### src/rtl/alu_pkg.sv
`default_nettype none
// ---------------------------------------------------------------------------
// alu_pkg : shared ALU control codes, ALUOp encodings and funct7 patterns
// Revision: 1.0
// ---------------------------------------------------------------------------
package alu_pkg;

  typedef enum logic [3:0] {
    ALU_AND  = 4'b0000,
    ALU_OR   = 4'b0001,
    ALU_ADD  = 4'b0010,
    ALU_XOR  = 4'b0011,
    ALU_SLL  = 4'b0100,
    ALU_SRL  = 4'b0101,
    ALU_SUB  = 4'b0110,
    ALU_SLT  = 4'b0111,
    ALU_SLTU = 4'b1000,
    ALU_SRA  = 4'b1001
  } alu_code_t;

  typedef enum logic [1:0] {
    ALUOP_MEM    = 2'b00,
    ALUOP_BRANCH = 2'b01,
    ALUOP_RTYPE  = 2'b10,
    ALUOP_ITYPE  = 2'b11
  } aluop_t;

  localparam logic [6:0] F7_BASE = 7'b0000000;
  localparam logic [6:0] F7_ALT  = 7'b0100000;

  // Operation selected by funct3 when funct7 carries the base pattern.
  function automatic alu_code_t base_op(input logic [2:0] funct3);
    case (funct3)
      3'b000:  return ALU_ADD;
      3'b001:  return ALU_SLL;
      3'b010:  return ALU_SLT;
      3'b011:  return ALU_SLTU;
      3'b100:  return ALU_XOR;
      3'b101:  return ALU_SRL;
      3'b110:  return ALU_OR;
      default: return ALU_AND;
    endcase
  endfunction

endpackage
`default_nettype wire

### src/rtl/alu_decode.sv
`default_nettype none
// ---------------------------------------------------------------------------
// alu_decode : combinational ALUOp/funct7/funct3 to ALU control code decode
// Revision: 1.0
// ---------------------------------------------------------------------------
module alu_decode (
  input  logic [1:0] ALUOp,
  input  logic [6:0] funct7,
  input  logic [2:0] funct3,
  output logic [3:0] code,
  output logic       illegal
);
  import alu_pkg::*;

  always_comb begin
    code    = ALU_ADD;
    illegal = 1'b0;
    case (ALUOp)
      ALUOP_MEM: code = ALU_ADD;
      ALUOP_BRANCH: begin
        case (funct3[2:1])
          2'b00:   code = ALU_SUB;
          2'b10:   code = ALU_SLT;
          2'b11:   code = ALU_SLTU;
          default: illegal = 1'b1;
        endcase
      end
      ALUOP_RTYPE: begin
        if (funct7 == F7_BASE)                         code = base_op(funct3);
        else if (funct7 == F7_ALT && funct3 == 3'b000) code = ALU_SUB;
        else if (funct7 == F7_ALT && funct3 == 3'b101) code = ALU_SRA;
        else                                           illegal = 1'b1;
      end
      default: begin
        // Immediate forms ignore funct7 except for the shift encodings.
        case (funct3)
          3'b001: begin
            if (funct7 == F7_BASE) code = ALU_SLL;
            else                   illegal = 1'b1;
          end
          3'b101: begin
            if (funct7 == F7_BASE)     code = ALU_SRL;
            else if (funct7 == F7_ALT) code = ALU_SRA;
            else                       illegal = 1'b1;
          end
          default: code = base_op(funct3);
        endcase
      end
    endcase
    if (illegal) code = ALU_ADD;
  end

endmodule
`default_nettype wire

### src/rtl/alu_control_pipe.sv
`default_nettype none
// ---------------------------------------------------------------------------
// alu_control_pipe : ALU control decode followed by an elastic valid/ready pipe
// Revision: 1.0
// ---------------------------------------------------------------------------
module alu_control_pipe #(
  parameter int STAGES = 2,
  parameter int CTRL_W = 4,
  parameter int CNT_W  = 8
) (
  input  logic              clock,
  input  logic              reset_n,
  input  logic              in_valid,
  output logic              in_ready,
  input  logic [1:0]        ALUOp,
  input  logic [6:0]        funct7,
  input  logic [2:0]        funct3,
  input  logic              flush,
  output logic              out_valid,
  input  logic              out_ready,
  output logic [CTRL_W-1:0] outALUControl,
  output logic              illegal,
  output logic [CNT_W-1:0]  illegal_count
);
  import alu_pkg::*;

  logic [3:0]        dec_code;
  logic              dec_ill;
  logic              rdy_q;
  logic              accept;
  logic [STAGES-1:0] valid_q, valid_d, move;
  logic [STAGES:0]   take, load;
  logic [CTRL_W-1:0] code_q   [STAGES];
  logic [CTRL_W-1:0] code_src [STAGES+1];
  logic              ill_q    [STAGES];
  logic              ill_src  [STAGES+1];
  logic [CNT_W-1:0]  cnt_q, cnt_d;

  alu_decode u_decode (
    .ALUOp   (ALUOp),
    .funct7  (funct7),
    .funct3  (funct3),
    .code    (dec_code),
    .illegal (dec_ill)
  );

  // take[k]: slot k can receive this cycle; take[STAGES] is the consumer.
  always_comb begin
    logic [STAGES:0]   t;
    logic [STAGES-1:0] m;
    t         = '0;
    m         = '0;
    t[STAGES] = out_ready;
    for (int k = STAGES - 1; k >= 0; k--) begin
      m[k] = valid_q[k] & t[k+1];
      t[k] = ~valid_q[k] | m[k];
    end
    take = t;
    move = m;
  end

  assign in_ready = rdy_q & take[0] & ~flush;
  assign accept   = in_valid & in_ready;
  assign load     = {move, accept};

  assign code_src[0] = CTRL_W'(dec_code);
  assign ill_src[0]  = dec_ill;

  always_comb begin
    valid_d = valid_q;
    for (int k = 0; k < STAGES; k++) begin
      if (flush)        valid_d[k] = 1'b0;
      else if (load[k]) valid_d[k] = 1'b1;
      else if (move[k]) valid_d[k] = 1'b0;
    end
  end

  assign cnt_d = (accept && dec_ill && !(&cnt_q)) ? cnt_q + CNT_W'(1) : cnt_q;

  always_ff @(posedge clock or negedge reset_n) begin
    if (!reset_n) begin
      rdy_q   <= 1'b0;
      valid_q <= '0;
      cnt_q   <= '0;
    end else begin
      rdy_q   <= 1'b1;
      valid_q <= valid_d;
      cnt_q   <= cnt_d;
    end
  end

  for (genvar k = 0; k < STAGES; k++) begin : g_stage
    assign code_src[k+1] = code_q[k];
    assign ill_src[k+1]  = ill_q[k];

    always_ff @(posedge clock or negedge reset_n) begin
      if (!reset_n) begin
        code_q[k] <= '0;
        ill_q[k]  <= 1'b0;
      end else if (load[k]) begin
        code_q[k] <= code_src[k];
        ill_q[k]  <= ill_src[k];
      end
    end
  end

  assign out_valid     = valid_q[STAGES-1];
  assign outALUControl = code_q[STAGES-1];
  assign illegal       = ill_q[STAGES-1];
  assign illegal_count = cnt_q;

endmodule
`default_nettype wire

### config.mk
export PLATFORM = sky130hd
export DESIGN_NAME = alu_control_pipe
export DESIGN_NICKNAME = d
export VERILOG_FILES = /design/src/rtl/alu_pkg.sv /design/src/rtl/alu_decode.sv /design/src/rtl/alu_control_pipe.sv
export SDC_FILE = /design/constraint.sdc
export NUM_CORES = 1
export LEC_CHECK = 0
export CORE_MARGIN = 3
export CORE_UTILIZATION = 52
export DETAILED_ROUTE_END_ITERATION = 12
export PLACE_DENSITY = 0.92
export SETUP_SLACK_MARGIN = 0.05
export SLEW_MARGIN = 25
export SYNTH_ARGS = -nofsm -noshare
export SYNTH_HDL_FRONTEND = slang
export SYNTH_SLANG_ARGS = --single-unit
### constraint.sdc
create_clock -name clock -period 2.86 [get_ports clock]
set_input_delay 0.429 -clock clock [delete_from_list [all_inputs] [get_ports clock]]
set_output_delay 0.429 -clock clock [all_outputs]
set_load 0.05 [all_outputs]
==> Word-level counts from Yosys, hierarchy flattened <==
Cells that the tools add are included.
W data, S select, Z words.
{ "classes": {"n_mux": 27, "n_addsub": 1, "n_eq_ne": 11, "bitwise": 10, "reduce_logical": 13} }
{ "op_table": {"columns": ["op", "count"], "rows": [
  ["$pmux W4 S7", 1],
  ["$mux W4", 6],
  ["$pmux W4 S3", 2],
  ["$pmux W4 S5", 1],
  ["$mux W1", 13],
  ["$eq A3 B3 Y1 const B", 3],
  ["$add A8 B1 Y8 const B", 1],
  ["$pmux W4 S2", 1],
  ["$reduce_and A8 Y1", 1],
  ["$eq A7 B6 Y1 const B", 1],
  ["$logic_not A7 Y1", 1],
  ["$eq A2 B2 Y1 const B", 3],
  ["$eq A3 B2 Y1 const B", 2],
  ["$reduce_bool A3 Y1", 2],
  ["$and A1 B1 Y1", 5],
  ["$logic_and A1 B1 Y1", 4],
  ["$logic_not A2 Y1", 2],
  ["$eq A3 B1 Y1 const B", 1],
  ["$logic_not A3 Y1", 1],
  ["$mux W3", 1],
  ["$not A1 Y1", 3],
  ["$pmux W1 S3", 1],
  ["$reduce_or A3 Y1", 1],
  ["$eq A2 B1 Y1 const B", 1],
  ["3 further kinds", 4]
]} }
{ "totals": {"wordCells": 70, "output_inout_bits": 15, "register_bits": 21} }

==> Logic depth before layout (Yosys ltp) <==
{ "depth": {"word_depth": 9, "ltp_mapped": 7, "ltp_nobuf": 5} }

==> Hierarchy <==
From an unflattened synthesis, not the netlist that was laid out.
{ "hier_totals": {"cells_unflattened": 124, "area_unflattened_um2": 1312.5} }
{ "by_module_without_submodules": {"columns": ["mod", "cells_each", "instances", "seq_area_each_um2", "area_each_um2"], "rows": [
  ["alu_control_pipe", 72, 1, 525.5, 938.4],
  ["alu_decode", 52, 1, 0.0, 374.1]
]} }

==> Least setup slack after synthesis <==
OpenSTA, ideal clock, no wires.
{ "synth_path": {"path_type": "register -> register", "from": "reg cnt_q[0] (netlist: illegal_count[0])", "to": "reg cnt_q[1] (netlist: illegal_count[1])", "synth_period_minus_slack_ns": 1.921, "setup_ns": 0.128, "slack_ns": 0.939, "t_arrival_ns": 1.793, "stages_incl_launch_ff": 6, "n_path_buf": 0, "path_cell_list": "dfrtp_1 -> ha_1 -> and3_1 -> a31o_2 -> nor2_1 -> mux2_1"} }
{ "synth_via": {"elab_chain_cells": 3, "elab_cells_between_ends": 4, "classes_between": "add/sub (1); reduce/logical (3)"} }
{ "synth_lines": {"columns": ["item", "line", "text"], "rows": [
  ["start, declared", "alu_control_pipe.sv:37", "logic [CNT_W-1:0] cnt_q, cnt_d;"],
  ["start signal, assigned", "alu_control_pipe.sv:88", "cnt_q <= cnt_d;"],
  ["parallel branches: the longest is 3 deep, another holds $add A8 B1 Y8", null, null]
]} }
Several ways; the timed one is not identified.
A chain may end at the register's enable or synchronous reset.

==> Final worst setup path <==
{ "layout_path": {"from": "in out_ready", "to": "out in_ready"} }
{ "layout_via": {"elab_chain_cells": 6} }
{ "layout_lines": {"columns": ["item", "line", "text"], "rows": [
  ["start, declared", "alu_control_pipe.sv:20", "input logic out_ready,"],
  ["$and A1 B1 Y1", "alu_control_pipe.sv:55", "m[k] = valid_q[k] & t[k+1];"],
  ["$or A1 B1 Y1", "alu_control_pipe.sv:56", "t[k] = ~valid_q[k] | m[k];"],
  ["$and A1 B1 Y1", "alu_control_pipe.sv:55", null],
  ["$or A1 B1 Y1", "alu_control_pipe.sv:56", null],
  ["$and A1 B1 Y1 (2 in a row)", "alu_control_pipe.sv:62", "assign in_ready = rdy_q & take[0] & ~flush;"],
  ["end, declared", "alu_control_pipe.sv:14", "output logic in_ready,"]
]} }
No other way between the ends.

==> flow_results.org <==
** Layout
- Layout Nets :: 183
- Antenna Diode Count :: 0
- The area growth from synthesis to layout is 27.4%.
- Finished Core Util :: 0.711
- Layout cells sized above 1 :: 0.110
- Summing all flip-flop and latch instances after layout gives 526 µm².
- Commonest non-fill, non-tap cells in the layout :: sky130_fd_sc_hd__clkdlybuf4s50_1 (31), sky130_fd_sc_hd__dfrtp_1 (21), sky130_fd_sc_hd__a21oi_1 (11), sky130_fd_sc_hd__nand2_1 (9), sky130_fd_sc_hd__xor2_1 (7)
- Final Instance Area :: 1620 µm²
- Area taken by multi-input logic gates :: 657 µm²
- The layout has 165 filler cells.
- Leaving out filler cells and counting taps, the final layout contains 192.
- Leading cell type in the layout, fill and taps excluded :: sky130_fd_sc_hd__clkdlybuf4s50_1

** Global route
- For this run, global-route usage on met3 was measured as 0.0444.
- Global routing's busiest layer :: met2
- Global-route track usage on met1 :: 0.263
- The number of global-route vias before repair was 1,143.
- For this run, global-route usage on met2 was measured as 0.390.
- Maximum number of pins on one net before global-route repair :: 22
- Summed over all layers, the global routing overflow is 0.
- First-pass GRT wire length :: 5.38 mm
- For this run, the total global-route usage over all layers was measured as 0.216.
- The initial antenna violation count was 0.

** Floorplan
- Die span in y :: 55.4 µm
- The die covers 3070 µm².
- Placeable core region :: 2280 µm²
- Initial standard-cell utilization of the core :: 0.559
- The die is 55.4 µm wide.
- Top-level port count :: 32
- # rows :: 17

** Critical path
- Largest delay share family, worst path :: buffers and inverters
- Most common cell on crit path :: sky130_fd_sc_hd__clkdlybuf4s50_1
- Startpoint Class :: input port
- Data on the critical path is required at its endpoint by 2430 ps.
- Slowest library cell on the worst path :: sky130_fd_sc_hd__clkdlybuf4s50_1
- CP peak stage delay :: 790 ps
- CP max FO :: 3
- Element type at the critical path end :: output pin
- STA puts the critical path data arrival time at 2030 ps.
- Category of the most critical setup path :: in -> out
- The signal on the critical path passes through clkdlybuf4s50_1, nand3b_1, and3b_1, clkdlybuf4s50_1.
- The number of buffers and inverters on the critical path is 2.

** Placement
- Detailed placement ended at an HPWL of 2.29 mm.
- Gp weighted congestion :: 0.899
- Port buffering added 31 buffers.
- The number of placed instances, taps included, is 188.
- Once placement finished, the instance area stood at 1590 µm².

** Synthesis
- Synth unique cells :: 40
- Summed instance area of the synthesized netlist :: 1270 µm²
- After synthesis, the share of flip-flops with an asynchronous set or reset is 1.00.
- For this run, the leading register cell type out of synthesis is sky130_fd_sc_hd__dfrtp_1.
- Sequential area share after synthesis :: 0.413
- Post-Synthesis Cells :: 136
- Post-synthesis register bit count :: 21
- Post-synth EDFFs :: 0
- Average instance area after synthesis :: 9.35 µm²
- Post-Syn Nets :: 154
- Warning count from the yosys run :: 0

** Routing
- Total number of vias :: 1,137
- In the final routed layout, each cell accounts on average for 15.7 µm.
- The count of nets left with antenna violations once routing finished came out at 0.
- The first detailed-routing pass ran for 4 iterations.
- Post-route DRC :: 0
- Number of vias per cell after detailed routing :: 5.92
- In this run, the number of DRC markers left after iteration 0 of detailed routing was 41.
- Wire length after detailed routing :: 3.01 mm

** STA
- For the final routed database, the setup TNS stands at 0 ps.
- Unrepaired setup endpoints after global routing :: false
- Share of the clock period used by the worst path after layout :: 0.861
- Fin Clk Skew :: 6.84 ps
- Max Transition Viols Final :: 0
- Number of hold violations in the final report :: 0
- Measured against its own limit, the worst slew margin works out to 0.386.
- Static timing analysis puts the maximum clock frequency at 406 MHz.
- After layout, the minimum clock period comes to 2460 ps.
- Setup violations remaining at the end of the flow were counted as 0.
- Worst-margin pin slew :: 917 ps

** Hold path
- The min-delay analysis places its worst path in the category reg -> reg.

** Outcome
- The flow ran to the end, and the final reports show no timing, DRC or antenna violations.

** CTS
- Clock latency on the worst-skew pair, taken at its later pin, is 310 ps.
- Buffers added to address setup during post-CTS repair amount to 0.
- H-tree levels :: 1
- Quantity of hold-fixing buffers added after cts :: 0
- The tree is rooted in a sky130_fd_sc_hd__clkbuf_4.
- CTS Buf Count :: 3
- TritonCTS clock tree :: built
- Clock-pin slew on the worst setup and hold paths :: 120 ps
- The clock passes through at most 2 buffers.
- The clock drives 21 sinks.
- Post-CTS Resized :: 0

** Flow run
- Number of max-capacitance violations reported :: 0

** Pwr
- After layout, the design draws a total of 876 µW.
- The analysis attributes to cell leakage a power of 0.000696 µW.
- Max rail drop VDD :: 0.470 mV
- Power spread over the standard cell area amounts to 541 nW/µm².
[stage by stage]
stage / hold WS (ps) / worst slack, ps
finish: 511 / 397
global route: 549 / 331
CTS: 511 / 391
detailed placement: 484 / 378
global placement: 474 / 421
floorplan: 133 / 939
[power by group]
| part | switching, µW | internal (µW) |
|---|---|---|
| Combinational | 217 | 135 |
| Sequential | 37.6 | 341 |
| Clock | 93.4 | 52.3 |
[per-layer routing]
layer  routed length (µm)  vias to the layer above
li1                     -                      543
met1                 1130                      533
met2                 1640                       55
met3                  206                        6
met4                   36                        0
met5                    0                        -
[sequential cells by signal (all words and copies together), names as in the netlist]
name	flops
illegal	1
ill_q	1
code_q	4
illegal_count	8
outALUControl	4
rdy_q	1
valid_q	2
[cells by family after synthesis]
| family | Yosys count | share of synthesized area |
|---|---|---|
| simple gates | 46 | 0.218 |
| xor+xnor | 7 | 0.0482 |
| fa+ha+maj | 1 | 0.00984 |
| buf+inv | 18 | 0.0699 |
| other cells | 1 | 0.00295 |
| flops | 21 | 0.413 |
| compound gates | 35 | 0.177 |
| mux | 7 | 0.0610 |
[tightest hold or removal path: cells and delay by family (launching register included)]
| kind | cells | cell delay, ps |
|---|---|---|
| compound gates | 1 | 60 |
| simple gates | 1 | 50 |
| flops | 1 | 380 |
[final timing paths]
| path | from | end | depth (start not counted) | slack [ps] |
|---|---|---|---|---|
| max | out_ready | in_ready | 4 | 400 |
| min | ill_q[1] | ill_q[1] | 2 | 510 |
| max reg2reg | illegal_count[0] | illegal_count[1] | 5 | 1080 |
| min reg2reg | ill_q[1] | ill_q[1] | 2 | 510 |
| max in group asynchronous | reset_n | outALUControl[3] | 1 | 1680 |
| min in group asynchronous | reset_n | code_q[6] | 1 | 620 |
[final cells by class]
type                    count  share of cell area
clock inverters             1             0.00309
repair buffers             37               0.219
well taps                  28              0.0216
flip-flops and latches     21               0.325
multi-input cells          97               0.406
clock buffers               3              0.0139
inverters                   5              0.0116
[synthesized netlist by cell type (3+ instances only)]
master,count,area (µm²)
sky130_fd_sc_hd__o21ai_0,5,25.0
sky130_fd_sc_hd__nor3b_1,4,30.0
sky130_fd_sc_hd__nor3_1,5,25.0
sky130_fd_sc_hd__inv_1,5,18.8
sky130_fd_sc_hd__dfrtp_1,21,526
sky130_fd_sc_hd__nor2_1,4,15.0
sky130_fd_sc_hd__xor2_1,7,61.3
sky130_fd_sc_hd__a21oi_1,11,55.1
sky130_fd_sc_hd__nand3_1,6,30.0
sky130_fd_sc_hd__and3_1,3,18.8
sky130_fd_sc_hd__clkbuf_1,6,22.5
sky130_fd_sc_hd__a31oi_1,4,25.0
sky130_fd_sc_hd__nand3b_1,3,22.5
sky130_fd_sc_hd__nand2_1,9,33.8
sky130_fd_sc_hd__buf_4,5,37.5
sky130_fd_sc_hd__nand2b_1,3,18.8
sky130_fd_sc_hd__mux2_2,5,56.3
No activity file was read; power rests on OpenSTA's default activity.
